===== src/rtl/control_pkg.sv =====
// Shared encodings for the multicycle MIPS control unit:
// state codes, opcodes, ALU/mux selects and the control word.
package control_pkg;

  typedef enum logic [3:0] {
    FETCH   = 4'd0,
    DECODE  = 4'd1,
    MEMADR  = 4'd2,
    MEMRD   = 4'd3,
    MEMWB   = 4'd4,
    MEMWR   = 4'd5,
    EXECUTE = 4'd6,
    ALUWB   = 4'd7,
    BRANCH  = 4'd8,
    ADDIEX  = 4'd9,
    ADDIWB  = 4'd10,
    JUMP    = 4'd11
  } state_t;

  localparam logic [5:0] OP_RTYPE = 6'b000000;
  localparam logic [5:0] OP_LW    = 6'b100011;
  localparam logic [5:0] OP_SW    = 6'b101011;
  localparam logic [5:0] OP_BEQ   = 6'b000100;
  localparam logic [5:0] OP_ADDI  = 6'b001000;
  localparam logic [5:0] OP_J     = 6'b000010;

  localparam logic [1:0] ALUOP_ADD   = 2'b00;
  localparam logic [1:0] ALUOP_SUB   = 2'b01;
  localparam logic [1:0] ALUOP_FUNCT = 2'b10;

  localparam logic [1:0] PCSRC_ALU    = 2'b00;
  localparam logic [1:0] PCSRC_ALUOUT = 2'b01;
  localparam logic [1:0] PCSRC_JUMP   = 2'b10;

  localparam logic [1:0] SRCB_REG    = 2'b00;
  localparam logic [1:0] SRCB_FOUR   = 2'b01;
  localparam logic [1:0] SRCB_IMM    = 2'b10;
  localparam logic [1:0] SRCB_IMM_SH = 2'b11;

  typedef struct packed {
    logic       pc_write;
    logic       pc_write_cond;
    logic [1:0] pc_source;
    logic       ior_d;
    logic       mem_read;
    logic       mem_write;
    logic       ir_write;
    logic       memto_reg;
    logic       reg_dst;
    logic       reg_write;
    logic       alu_src_a;
    logic [1:0] alu_src_b;
    logic [1:0] alu_op;
    logic       instr_done;
  } ctrl_t;

endpackage


===== src/rtl/unidad_control_multiciclo_if.sv =====
// Control bus between the control FSM (master) and the datapath (slave).
// Carries Op/MemReady in, all enables, selects and status out.
interface unidad_control_multiciclo_if #(
  parameter int STATE_W = 4
);
  logic [5:0]         Op;
  logic               MemReady;
  logic               PCWrite;
  logic               PCWriteCond;
  logic [1:0]         PCSource;
  logic               IorD;
  logic               MemRead;
  logic               MemWrite;
  logic               IRWrite;
  logic               MemtoReg;
  logic               RegDst;
  logic               RegWrite;
  logic               ALUSrcA;
  logic [1:0]         ALUSrcB;
  logic [1:0]         ALUOp;
  logic               InstrDone;
  logic               IllegalOp;
  logic [STATE_W-1:0] Estado;

  modport master (
    input  Op, MemReady,
    output PCWrite, PCWriteCond, PCSource, IorD,
    output MemRead, MemWrite, IRWrite, MemtoReg,
    output RegDst, RegWrite, ALUSrcA, ALUSrcB,
    output ALUOp, InstrDone, IllegalOp, Estado
  );

  modport slave (
    output Op, MemReady,
    input  PCWrite, PCWriteCond, PCSource, IorD,
    input  MemRead, MemWrite, IRWrite, MemtoReg,
    input  RegDst, RegWrite, ALUSrcA, ALUSrcB,
    input  ALUOp, InstrDone, IllegalOp, Estado
  );
endinterface


===== src/rtl/unidad_control_multiciclo_decoder.sv =====
// Pure combinational state + MemReady -> control word decoder.
// Ports: state_i, mem_ready_i in; ctrl_o control word out.
module decodificador_salidas_control
  import control_pkg::*;
(
  input  state_t state_i,
  input  logic   mem_ready_i,
  output ctrl_t  ctrl_o
);

  always_comb begin
    ctrl_o = '0;
    unique case (1'b1)
      (state_i == FETCH): begin
        ctrl_o.mem_read  = 1'b1;
        ctrl_o.alu_src_b = SRCB_FOUR;
        ctrl_o.alu_op    = ALUOP_ADD;
        ctrl_o.pc_source = PCSRC_ALU;
        // IR and PC only advance once the fetch read completes
        ctrl_o.ir_write  = mem_ready_i;
        ctrl_o.pc_write  = mem_ready_i;
      end
      (state_i == DECODE): begin
        ctrl_o.alu_src_b = SRCB_IMM_SH;
        ctrl_o.alu_op    = ALUOP_ADD;
      end
      (state_i == MEMADR),
      (state_i == ADDIEX): begin
        ctrl_o.alu_src_a = 1'b1;
        ctrl_o.alu_src_b = SRCB_IMM;
        ctrl_o.alu_op    = ALUOP_ADD;
      end
      (state_i == MEMRD): begin
        ctrl_o.mem_read = 1'b1;
        ctrl_o.ior_d    = 1'b1;
      end
      (state_i == MEMWB): begin
        ctrl_o.memto_reg  = 1'b1;
        ctrl_o.reg_write  = 1'b1;
        ctrl_o.instr_done = 1'b1;
      end
      (state_i == MEMWR): begin
        ctrl_o.mem_write  = 1'b1;
        ctrl_o.ior_d      = 1'b1;
        ctrl_o.instr_done = mem_ready_i;
      end
      (state_i == EXECUTE): begin
        ctrl_o.alu_src_a = 1'b1;
        ctrl_o.alu_src_b = SRCB_REG;
        ctrl_o.alu_op    = ALUOP_FUNCT;
      end
      (state_i == ALUWB): begin
        ctrl_o.reg_dst    = 1'b1;
        ctrl_o.reg_write  = 1'b1;
        ctrl_o.instr_done = 1'b1;
      end
      (state_i == BRANCH): begin
        ctrl_o.alu_src_a     = 1'b1;
        ctrl_o.alu_src_b     = SRCB_REG;
        ctrl_o.alu_op        = ALUOP_SUB;
        ctrl_o.pc_write_cond = 1'b1;
        ctrl_o.pc_source     = PCSRC_ALUOUT;
        ctrl_o.instr_done    = 1'b1;
      end
      (state_i == ADDIWB): begin
        ctrl_o.reg_write  = 1'b1;
        ctrl_o.instr_done = 1'b1;
      end
      (state_i == JUMP): begin
        ctrl_o.pc_write   = 1'b1;
        ctrl_o.pc_source  = PCSRC_JUMP;
        ctrl_o.instr_done = 1'b1;
      end
      default: ctrl_o = '0;
    endcase
  end

endmodule


===== src/rtl/unidad_control_multiciclo.sv =====
// Main control FSM of the multicycle MIPS datapath.
// Ports: clk, reset (sync, active-high), bus (master modport).
module unidad_control_multiciclo
  import control_pkg::*;
#(
  parameter bit MEM_HANDSHAKE = 1'b1,
  parameter int STATE_W       = 4
) (
  input logic                          clk,
  input logic                          reset,
  unidad_control_multiciclo_if.master  bus
);

  state_t state_q, state_d;
  logic   illegal_q, illegal_d;
  logic   bad_op;
  logic   ready;
  ctrl_t  dec_w;
  ctrl_t  ctrl_w;

  assign ready = MEM_HANDSHAKE ? bus.MemReady : 1'b1;

  always_comb begin
    state_d = FETCH;
    bad_op  = 1'b0;
    case (state_q)
      FETCH:  state_d = ready ? DECODE : FETCH;
      DECODE: begin
        case (bus.Op)
          OP_LW,
          OP_SW:    state_d = MEMADR;
          OP_RTYPE: state_d = EXECUTE;
          OP_BEQ:   state_d = BRANCH;
          OP_ADDI:  state_d = ADDIEX;
          OP_J:     state_d = JUMP;
          default: begin
            state_d = FETCH;
            bad_op  = 1'b1;
          end
        endcase
      end
      MEMADR:  state_d = (bus.Op == OP_LW) ? MEMRD : MEMWR;
      MEMRD:   state_d = ready ? MEMWB : MEMRD;
      MEMWR:   state_d = ready ? FETCH : MEMWR;
      EXECUTE: state_d = ALUWB;
      ADDIEX:  state_d = ADDIWB;
      default: state_d = FETCH;
    endcase
  end

  assign illegal_d = illegal_q | bad_op;

  always_ff @(posedge clk) begin
    if (reset) begin
      state_q   <= FETCH;
      illegal_q <= 1'b0;
    end else begin
      state_q   <= state_d;
      illegal_q <= illegal_d;
    end
  end

  decodificador_salidas_control u_dec (
    .state_i     (state_q),
    .mem_ready_i (ready),
    .ctrl_o      (dec_w)
  );

  // Illegal opcode retires from DECODE; reset masks every strobe
  always_comb begin
    ctrl_w = dec_w;
    ctrl_w.instr_done = dec_w.instr_done | bad_op;
    if (reset) ctrl_w = '0;
  end

  assign bus.PCWrite     = ctrl_w.pc_write;
  assign bus.PCWriteCond = ctrl_w.pc_write_cond;
  assign bus.PCSource    = ctrl_w.pc_source;
  assign bus.IorD        = ctrl_w.ior_d;
  assign bus.MemRead     = ctrl_w.mem_read;
  assign bus.MemWrite    = ctrl_w.mem_write;
  assign bus.IRWrite     = ctrl_w.ir_write;
  assign bus.MemtoReg    = ctrl_w.memto_reg;
  assign bus.RegDst      = ctrl_w.reg_dst;
  assign bus.RegWrite    = ctrl_w.reg_write;
  assign bus.ALUSrcA     = ctrl_w.alu_src_a;
  assign bus.ALUSrcB     = ctrl_w.alu_src_b;
  assign bus.ALUOp       = ctrl_w.alu_op;
  assign bus.InstrDone   = ctrl_w.instr_done;
  assign bus.IllegalOp   = reset ? 1'b0 : illegal_q;
  assign bus.Estado      = reset ? '0 : STATE_W'(state_q);

endmodule


===== src/flat_wrapper.sv =====
// flat-port wrapper written by rule: the top's interface ports become plain ports
module unidad_control_multiciclo_flat import control_pkg::*;
#(
  parameter bit MEM_HANDSHAKE = 1'b1,
  parameter int STATE_W       = 4
)
  (clk, reset, bus_Op, bus_MemReady, bus_PCWrite, bus_PCWriteCond, bus_PCSource, bus_IorD, bus_MemRead, bus_MemWrite, bus_IRWrite, bus_MemtoReg, bus_RegDst, bus_RegWrite, bus_ALUSrcA, bus_ALUSrcB, bus_ALUOp, bus_InstrDone, bus_IllegalOp, bus_Estado);
  unidad_control_multiciclo_if #(.STATE_W(STATE_W)) bus_i ();
  input logic clk;
  input logic reset;
  input wire logic [$bits(bus_i.Op)-1:0] bus_Op;
  input wire logic [$bits(bus_i.MemReady)-1:0] bus_MemReady;
  output wire logic [$bits(bus_i.PCWrite)-1:0] bus_PCWrite;
  output wire logic [$bits(bus_i.PCWriteCond)-1:0] bus_PCWriteCond;
  output wire logic [$bits(bus_i.PCSource)-1:0] bus_PCSource;
  output wire logic [$bits(bus_i.IorD)-1:0] bus_IorD;
  output wire logic [$bits(bus_i.MemRead)-1:0] bus_MemRead;
  output wire logic [$bits(bus_i.MemWrite)-1:0] bus_MemWrite;
  output wire logic [$bits(bus_i.IRWrite)-1:0] bus_IRWrite;
  output wire logic [$bits(bus_i.MemtoReg)-1:0] bus_MemtoReg;
  output wire logic [$bits(bus_i.RegDst)-1:0] bus_RegDst;
  output wire logic [$bits(bus_i.RegWrite)-1:0] bus_RegWrite;
  output wire logic [$bits(bus_i.ALUSrcA)-1:0] bus_ALUSrcA;
  output wire logic [$bits(bus_i.ALUSrcB)-1:0] bus_ALUSrcB;
  output wire logic [$bits(bus_i.ALUOp)-1:0] bus_ALUOp;
  output wire logic [$bits(bus_i.InstrDone)-1:0] bus_InstrDone;
  output wire logic [$bits(bus_i.IllegalOp)-1:0] bus_IllegalOp;
  output wire logic [$bits(bus_i.Estado)-1:0] bus_Estado;
  assign bus_i.Op = bus_Op;
  assign bus_i.MemReady = bus_MemReady;
  assign bus_PCWrite = bus_i.PCWrite;
  assign bus_PCWriteCond = bus_i.PCWriteCond;
  assign bus_PCSource = bus_i.PCSource;
  assign bus_IorD = bus_i.IorD;
  assign bus_MemRead = bus_i.MemRead;
  assign bus_MemWrite = bus_i.MemWrite;
  assign bus_IRWrite = bus_i.IRWrite;
  assign bus_MemtoReg = bus_i.MemtoReg;
  assign bus_RegDst = bus_i.RegDst;
  assign bus_RegWrite = bus_i.RegWrite;
  assign bus_ALUSrcA = bus_i.ALUSrcA;
  assign bus_ALUSrcB = bus_i.ALUSrcB;
  assign bus_ALUOp = bus_i.ALUOp;
  assign bus_InstrDone = bus_i.InstrDone;
  assign bus_IllegalOp = bus_i.IllegalOp;
  assign bus_Estado = bus_i.Estado;
  unidad_control_multiciclo #(.MEM_HANDSHAKE(MEM_HANDSHAKE), .STATE_W(STATE_W)) u_core (.clk(clk), .reset(reset), .bus(bus_i));
endmodule

===== config.mk =====
export PLATFORM = sky130hd
export DESIGN_NAME = unidad_control_multiciclo_flat
export DESIGN_NICKNAME = d
export VERILOG_FILES = /design/src/rtl/control_pkg.sv /design/src/rtl/unidad_control_multiciclo_if.sv /design/src/rtl/unidad_control_multiciclo_decoder.sv /design/src/rtl/unidad_control_multiciclo.sv /design/src/flat_wrapper.sv
export SDC_FILE = /design/constraint.sdc
export NUM_CORES = 1
export LEC_CHECK = 0
export ABC_CLOCK_PERIOD_IN_PS = 2000
export CAP_MARGIN = 25
export CORE_MARGIN = 2
export CORE_UTILIZATION = 39
export CTS_CLUSTER_DIAMETER = 100
export DETAILED_ROUTE_END_ITERATION = 12
export PLACE_DENSITY = 0.75
export SYNTH_ARGS = -nofsm -noshare
export SYNTH_HDL_FRONTEND = slang
export SYNTH_HIERARCHICAL = 1
export SYNTH_SLANG_ARGS = --single-unit

===== constraint.sdc =====
create_clock -name clk -period 2 [get_ports clk]
set_clock_uncertainty 0.2 [all_clocks]
set_input_delay 0.4 -clock clk [delete_from_list [all_inputs] [get_ports clk]]
set_output_delay 0.4 -clock clk [all_outputs]
set_load 0.02 [all_outputs]

==> results.yml, run 1 <==
placed_design:
  numPortBuffers: 30
  gp_congestion: 0.875
  dp_hpwl_um: 1700
  place_area_sq_mm: 0.00123
timing:
  max_freq_ghz: 0.472
  rsz0062_at_grt: "true"
  setup_slack_ps: -118
  whs_ps: 289
  drv_slew: 0
  slew_headroom_pct: 79.1
  min_period_ps: 2120
  timing.final.hold_violations: 0
  worst_pin_slew_ps: 314
  post-route-period-util_pct: 106
  setup_viol: 5
global_routing:
  met3_usage_pct: 2.45
  grt_pass1_wl_um: 4020
  met2_usage_pct: 45.4
  track_usage_pct: 21.3
  grt_pass1_vias: 963
  antenna_found_initial: 0
  met1_usage_pct: 17.4
  overflow: 0
  grt_busiest_layer: "met2"
  grt_max_degree: 13
setup_path:
  path_max_fanout: 6
  crit_path_cell_trace: "or3b_2 > a21oi_1 > nor2b_2 > buf_4"
  path_delay_family: "simple AND/OR/NAND/NOR gates"
  endpoint_kind: "primary output"
  path_class: "flop to primary output"
  arrival_ps: 1520
  worstPathRequired_ps: 1400
  slowest_stage: "or3b_2"
  path_buf_inv: 1
  slowest_delay_ps: 470
  cp-start-kind: "flop"
run:
  maxCapViolCount: 0
die:
  rows: 16
  die_w_um: 48.9
  ios: 31
  core_sq_mm: 0.00192
  start_util_pct: 40.9
  die_area_sq_mm: 0.00239
  die_y_um: 48.9
synthesis:
  synth_edf_count: 0
  synthSimpleGateAreaFrac_pct: 51.8
  yosysWarnings: 6
  synthArstFlopShare_pct: 0
  synth_top_family_by_area: "simple AND/OR/NAND/NOR gates"
  synth_compound_area_share_pct: 20.1
  yosys.area_share.adder_pct: 0
  synth_mux_area_share_pct: 1.43
  synth_fp_nets: 120
  postSynthCellCount: 111
  netlist_area_sq_um: 786
  synth_top_area_share_pct: 16.7
  synth.distinct_cells: 41
  avgSynthCellArea_sq_um: 7.08
  ys_top_cells_by_area: "nor2b_1 17%, dfxtp_1 13%, nor3_1 5.7%"
  ys_seq_area_share_pct: 12.7
  synth_flop_cell: "dfxtp_1"
  synth_area_leader_cell: "nor2b_1"
  synth-xor-area-share_pct: 4.46
  ys_ff_latch: 5
hold_path:
  hold_path.class: "flop to flop"
cts:
  hold_buffers: 0
  numCtsBuffers: 3
  cts_tree: "built"
  clkLatencyLatePin_ps: 240
  clockBufferDepth: 2
  clkTransAtPathRegs_ps: 40
  htree_num_levels: 1
  cts.sinks: 5
  cts_root_buf: "clkbuf_4"
status:
  violations: "setup timing"
  status: "finished with violations"
cells_and_area:
  nFillCells: 185
  areaGrowthSynthToFinish_pct: 71.2
  stdcell_area_sq_mm: 0.00135
  diodes: 0
  final_common_cell: "buf_4"
  drive_above_1_share_pct: 49.7
  final_nets: 173
  mostFrequentLayoutCells: "36 x buf_4, 14 x nor2b_1, 11 x dlygate4sd2_1"
pwr:
  cellLeakagePower_uw: 0.000590
  irDropWorstVdd_mv: 0.154
  powerDensity_mw_per_mm2: 282
routing:
  drc: 0
  firstDrtPassIters: 4
  vias: 1009
  drtAntennaViolNets: 0
  drt_iter0_markers: 9
  avgViaCountPerCell: 5.31
  wirelength_um: 2450
  avgRoutedWirePerCell_um: 12.9
cells by family after synthesis:
family                    Yosys count
AOI/OAI and AO/OA                  23
buffers and inverters              12
and+or+nand+nor                    66
muxes                               1
DFF                                 5
xor gates and xnor gates            4
cells in the mapped netlist, drive strengths merged, types with 3 or more instances:
master / instances
nor3: 10
inv: 3
or3: 3
a21oi: 5
buf: 8
nor2b: 21
dfxtp: 5
o21ai: 5
o211ai: 3
or2b: 3
nor2: 9
nand2b: 6
worst reg2reg max path: cells and delay by family (launching register included):
kind	cells	cell delay [ps]
AOI/OAI and AO/OA	3	380
and+or+nand+nor	1	320
buffers and inverters	4	470
DFF	1	330
final timing paths:
kind                                   startpoint           endpoint  slack, ps  cells past startpoint
worst max-delay path            u_core/state_q[1]     bus_ALUSrcB[1]       -120                      4
worst min-delay path             u_core/illegal_q   u_core/illegal_q        290                      2
worst max register to register  u_core/state_q[2]  u_core/state_q[2]        230                      8
worst min register to register   u_core/illegal_q   u_core/illegal_q        290                      2
per-layer routing:
layer  vias to the layer above  share of wire, %
met5                         -                 0
met2                        33                57
met1                       478                36
met3                         8               4.4
met4                         0               3.2
li1                        490                 -
through the flow:
stage               total power [uW]  utilization, %  instances  setup slack [ps]  TNS [ps]
floorplan                        181               -        111             -4.88     -4.88
finish                           379            70.0        190              -118      -401
detailed placement               252            64.2        182              -788    -10030
CTS                              378            67.4        190              -120      -414
global route                     402            70.0        190              -161      -777
global placement                 248            64.2        182              -781     -9810
flip-flops by register name, indices dropped and copies added, names as in the netlist:
register,count
u_core/illegal_q,1
u_core/state_q,4
cell type report:
cell class,count,area [sq um],share of cell area (%)
multi-input combinational,94,692,51.4
timing repair buffer,57,472,35.1
sequential,5,110,8.19
tap,27,33.8,2.51
clock buffer,4,26.3,1.95
inverter,3,11.3,0.837
where the power goes:
part	total [uW]	leakage [uW]	internal, uW	switching (uW)
Clock	118	0.0000150	75.5	42.6
Combinational	156	0.000531	80.8	75.5
Sequential	105	0.0000432	102	2.94
timing repair:
action / CTS / global route
resized for setup: 98 / 26
pin swaps: 3 / 3
setup buffers: 3 / 0
hold endpoints to repair: 0 / 0
endpoints found under the setup margin: 22 / 16
gates cloned: 1 / 0
Power figures use the tool's default switching activity.
==> run 2: changes to the inputs <==
CORE_UTILIZATION = 30   (was 39)
PLACE_DENSITY = 0.61   (was 0.75)
==> results.yml, run 2 (synthesis results as in run 1) <==
timing:
  min_period_ps: 2110
  timing.final.hold_violations: 0
  post-route-period-util_pct: 106
  max_freq_ghz: 0.474
  setup_viol: 6
  slew_headroom_pct: 79.0
  whs_ps: 281
  drv_slew: 0
  rsz0062_at_grt: "true"
  worst_pin_slew_ps: 315
  setup_slack_ps: -110
routing:
  drc: 0
  wl_met1_um: 970
  routed-wl-met3_um: 151
  wirelength_um: 2420
  firstDrtPassIters: 4
  drt_iter0_markers: 23
  vias: 981
  wl_met2_um: 1270
  avgViaCountPerCell: 5.03
  drtAntennaViolNets: 0
  top_layer_used: "met4"
  avgRoutedWirePerCell_um: 12.4
cells_and_area:
  nFillCells: 236
  areaGrowthSynthToFinish_pct: 82.5
  mostFrequentLayoutCells: "33 x buf_4, 16 x nor2b_1, 9 x buf_6"
  largestRegisters: "u_core/state_q x4, u_core/illegal_q x1"
  final_common_cell: "buf_4"
  fin_util_pct: 57.9
  largest_register: "u_core/state_q"
  stdcell_area_sq_mm: 0.00143
  largest_reg_flops: 4
  diodes: 0
  drive_above_1_share_pct: 50.3
  final_nets: 175
setup_path:
  arrival_ps: 1510
  crit_path_cell_trace: "or4b_1 > a21oi_2 > nor2b_2 > buf_6"
  cp-start-kind: "flop"
  endpoint_kind: "primary output"
  path_delay_family: "simple AND/OR/NAND/NOR gates"
  slowest_delay_ps: 530
  regToRegStartpoint: "u_core/state_q[1]"
  path_max_fanout: 5
  crit_start: "u_core/state_q[0]"
  path_class: "flop to primary output"
  worstPathRequired_ps: 1400
  path_buf_inv: 1
  crit_cells: 4
  slowest_stage: "or4b_1"
  r2r_cells: 5
  r2r_end: "u_core/state_q[0]"
  endpoint: "bus_PCWrite"
  reg2reg_slack_ps: 360
pwr:
  power.switching_uw: 125
  internal-power_uw: 266
  p_clk_share_pct: 31.2
  comb_power_share_pct: 41.9
  cellLeakagePower_uw: 0.000593
  p_seq_share_pct: 26.9
  irDropWorstVdd_mv: 0.239
  sw_frac_of_total_pct: 31.9
  powerDensity_mw_per_mm2: 272
  finalPower_uw: 390
cts:
  cts_tree: "built"
  htree_num_levels: 1
  clkLatencyLatePin_ps: 250
  cts_root_buf: "clkbuf_4"
  clkTransAtPathRegs_ps: 40
  numCtsBuffers: 3
  hold_buffers: 0
  cts.sinks: 5
  clockBufferDepth: 2
status:
  status: "finished with violations"
  violations: "setup timing"
placed_design:
  gp_congestion: 0.832
  place_area_sq_mm: 0.00124
  dp_hpwl_um: 1640
  numPortBuffers: 30
  pre_cts_ws_ps: -790
run:
  maxCapViolCount: 0
die:
  die_area_sq_mm: 0.00304
  die_w_um: 55.2
  ios: 31
  rows: 18
  die_y_um: 55.2
  start_util_pct: 31.7
  core_sq_mm: 0.00248
global_routing:
  overflow: 0
  grt_pass1_vias: 873
  antenna_found_initial: 0
  grt_max_degree: 14
  track_usage_pct: 16.3
  grt_pass1_wl_um: 3620
hold_path:
  hold_path.class: "flop to flop"
## run 2: changes by cell type in the layout (fill, tap and decap cells not counted), sizes merged
cell and change:
buf +3, clkbuf -1, clkdlybuf4s15 +6, dlygate4sd2 -6
## run 2: metal layers
layer,track usage (%),vias to the layer above
li1,-,503
met1,18.7,434
met2,30.6,37
met3,2.42,7
met4,5.28,0
met5,0,-
## run 2: per-stage QoR
step	setup TNS [ps]	std cells
floorplan	-4.88	111
global placement	-10070	185
detailed placement	-10370	185
CTS	-296	193
global route	-1100	195
finish	-282	195
## run 2: what timing repair did
action                                  in CTS  in global routing
endpoints found under the setup margin      22                 17
gates resized for setup                    113                 32
setup buffers                                3                  2
pin swaps                                    7                  6
gates cloned                                 1                  0
## run 2: layout make-up
cell class              instances  area (sq um)  area share, %
well taps                      30          37.5           2.62
repair buffers                 59           546           38.0
flip-flops and latches          5           108           7.50
multi-input cells              94           706           49.2
inverters                       3          11.3          0.785
clock buffers                   4          26.3           1.83
## run 2: worst min-delay path by stage
stage                             endpoint              from  slack, ps  cells after the start
after CTS                 u_core/illegal_q  u_core/illegal_q        290                      2
after floorplan           u_core/illegal_q  u_core/illegal_q        240                      2
after global placement    u_core/illegal_q  u_core/illegal_q        250                      2
final                     u_core/illegal_q  u_core/illegal_q        280                      2
after global routing      u_core/illegal_q  u_core/illegal_q        310                      2
after detailed placement  u_core/illegal_q  u_core/illegal_q        280                      2
## run 2: tightest hold or removal path: cells and delay by family, from the launching register on
kind,cells,cell delay (ps)
flops,1,290
compound gates,1,70
buf+inv,1,60
## run 2: power by group through the flow
stage          Sequential, uW  Clock (uW)  Combinational (uW)
4_1_cts                   105         122                 154
3_5_place_dp              108           0                 143
5_1_grt                   105         129                 175
2_1_floorplan             108           0                73.1
3_3_place_gp              108           0                 141
6_report                  105         122                 164
==> run 3: changes to the inputs <==
CTS_CLUSTER_SIZE = 10   (was not set)
SLEW_MARGIN = 20   (was not set)
==> results of run 3 <==
Final layout, timing and power as in run 2 (identical DEF).
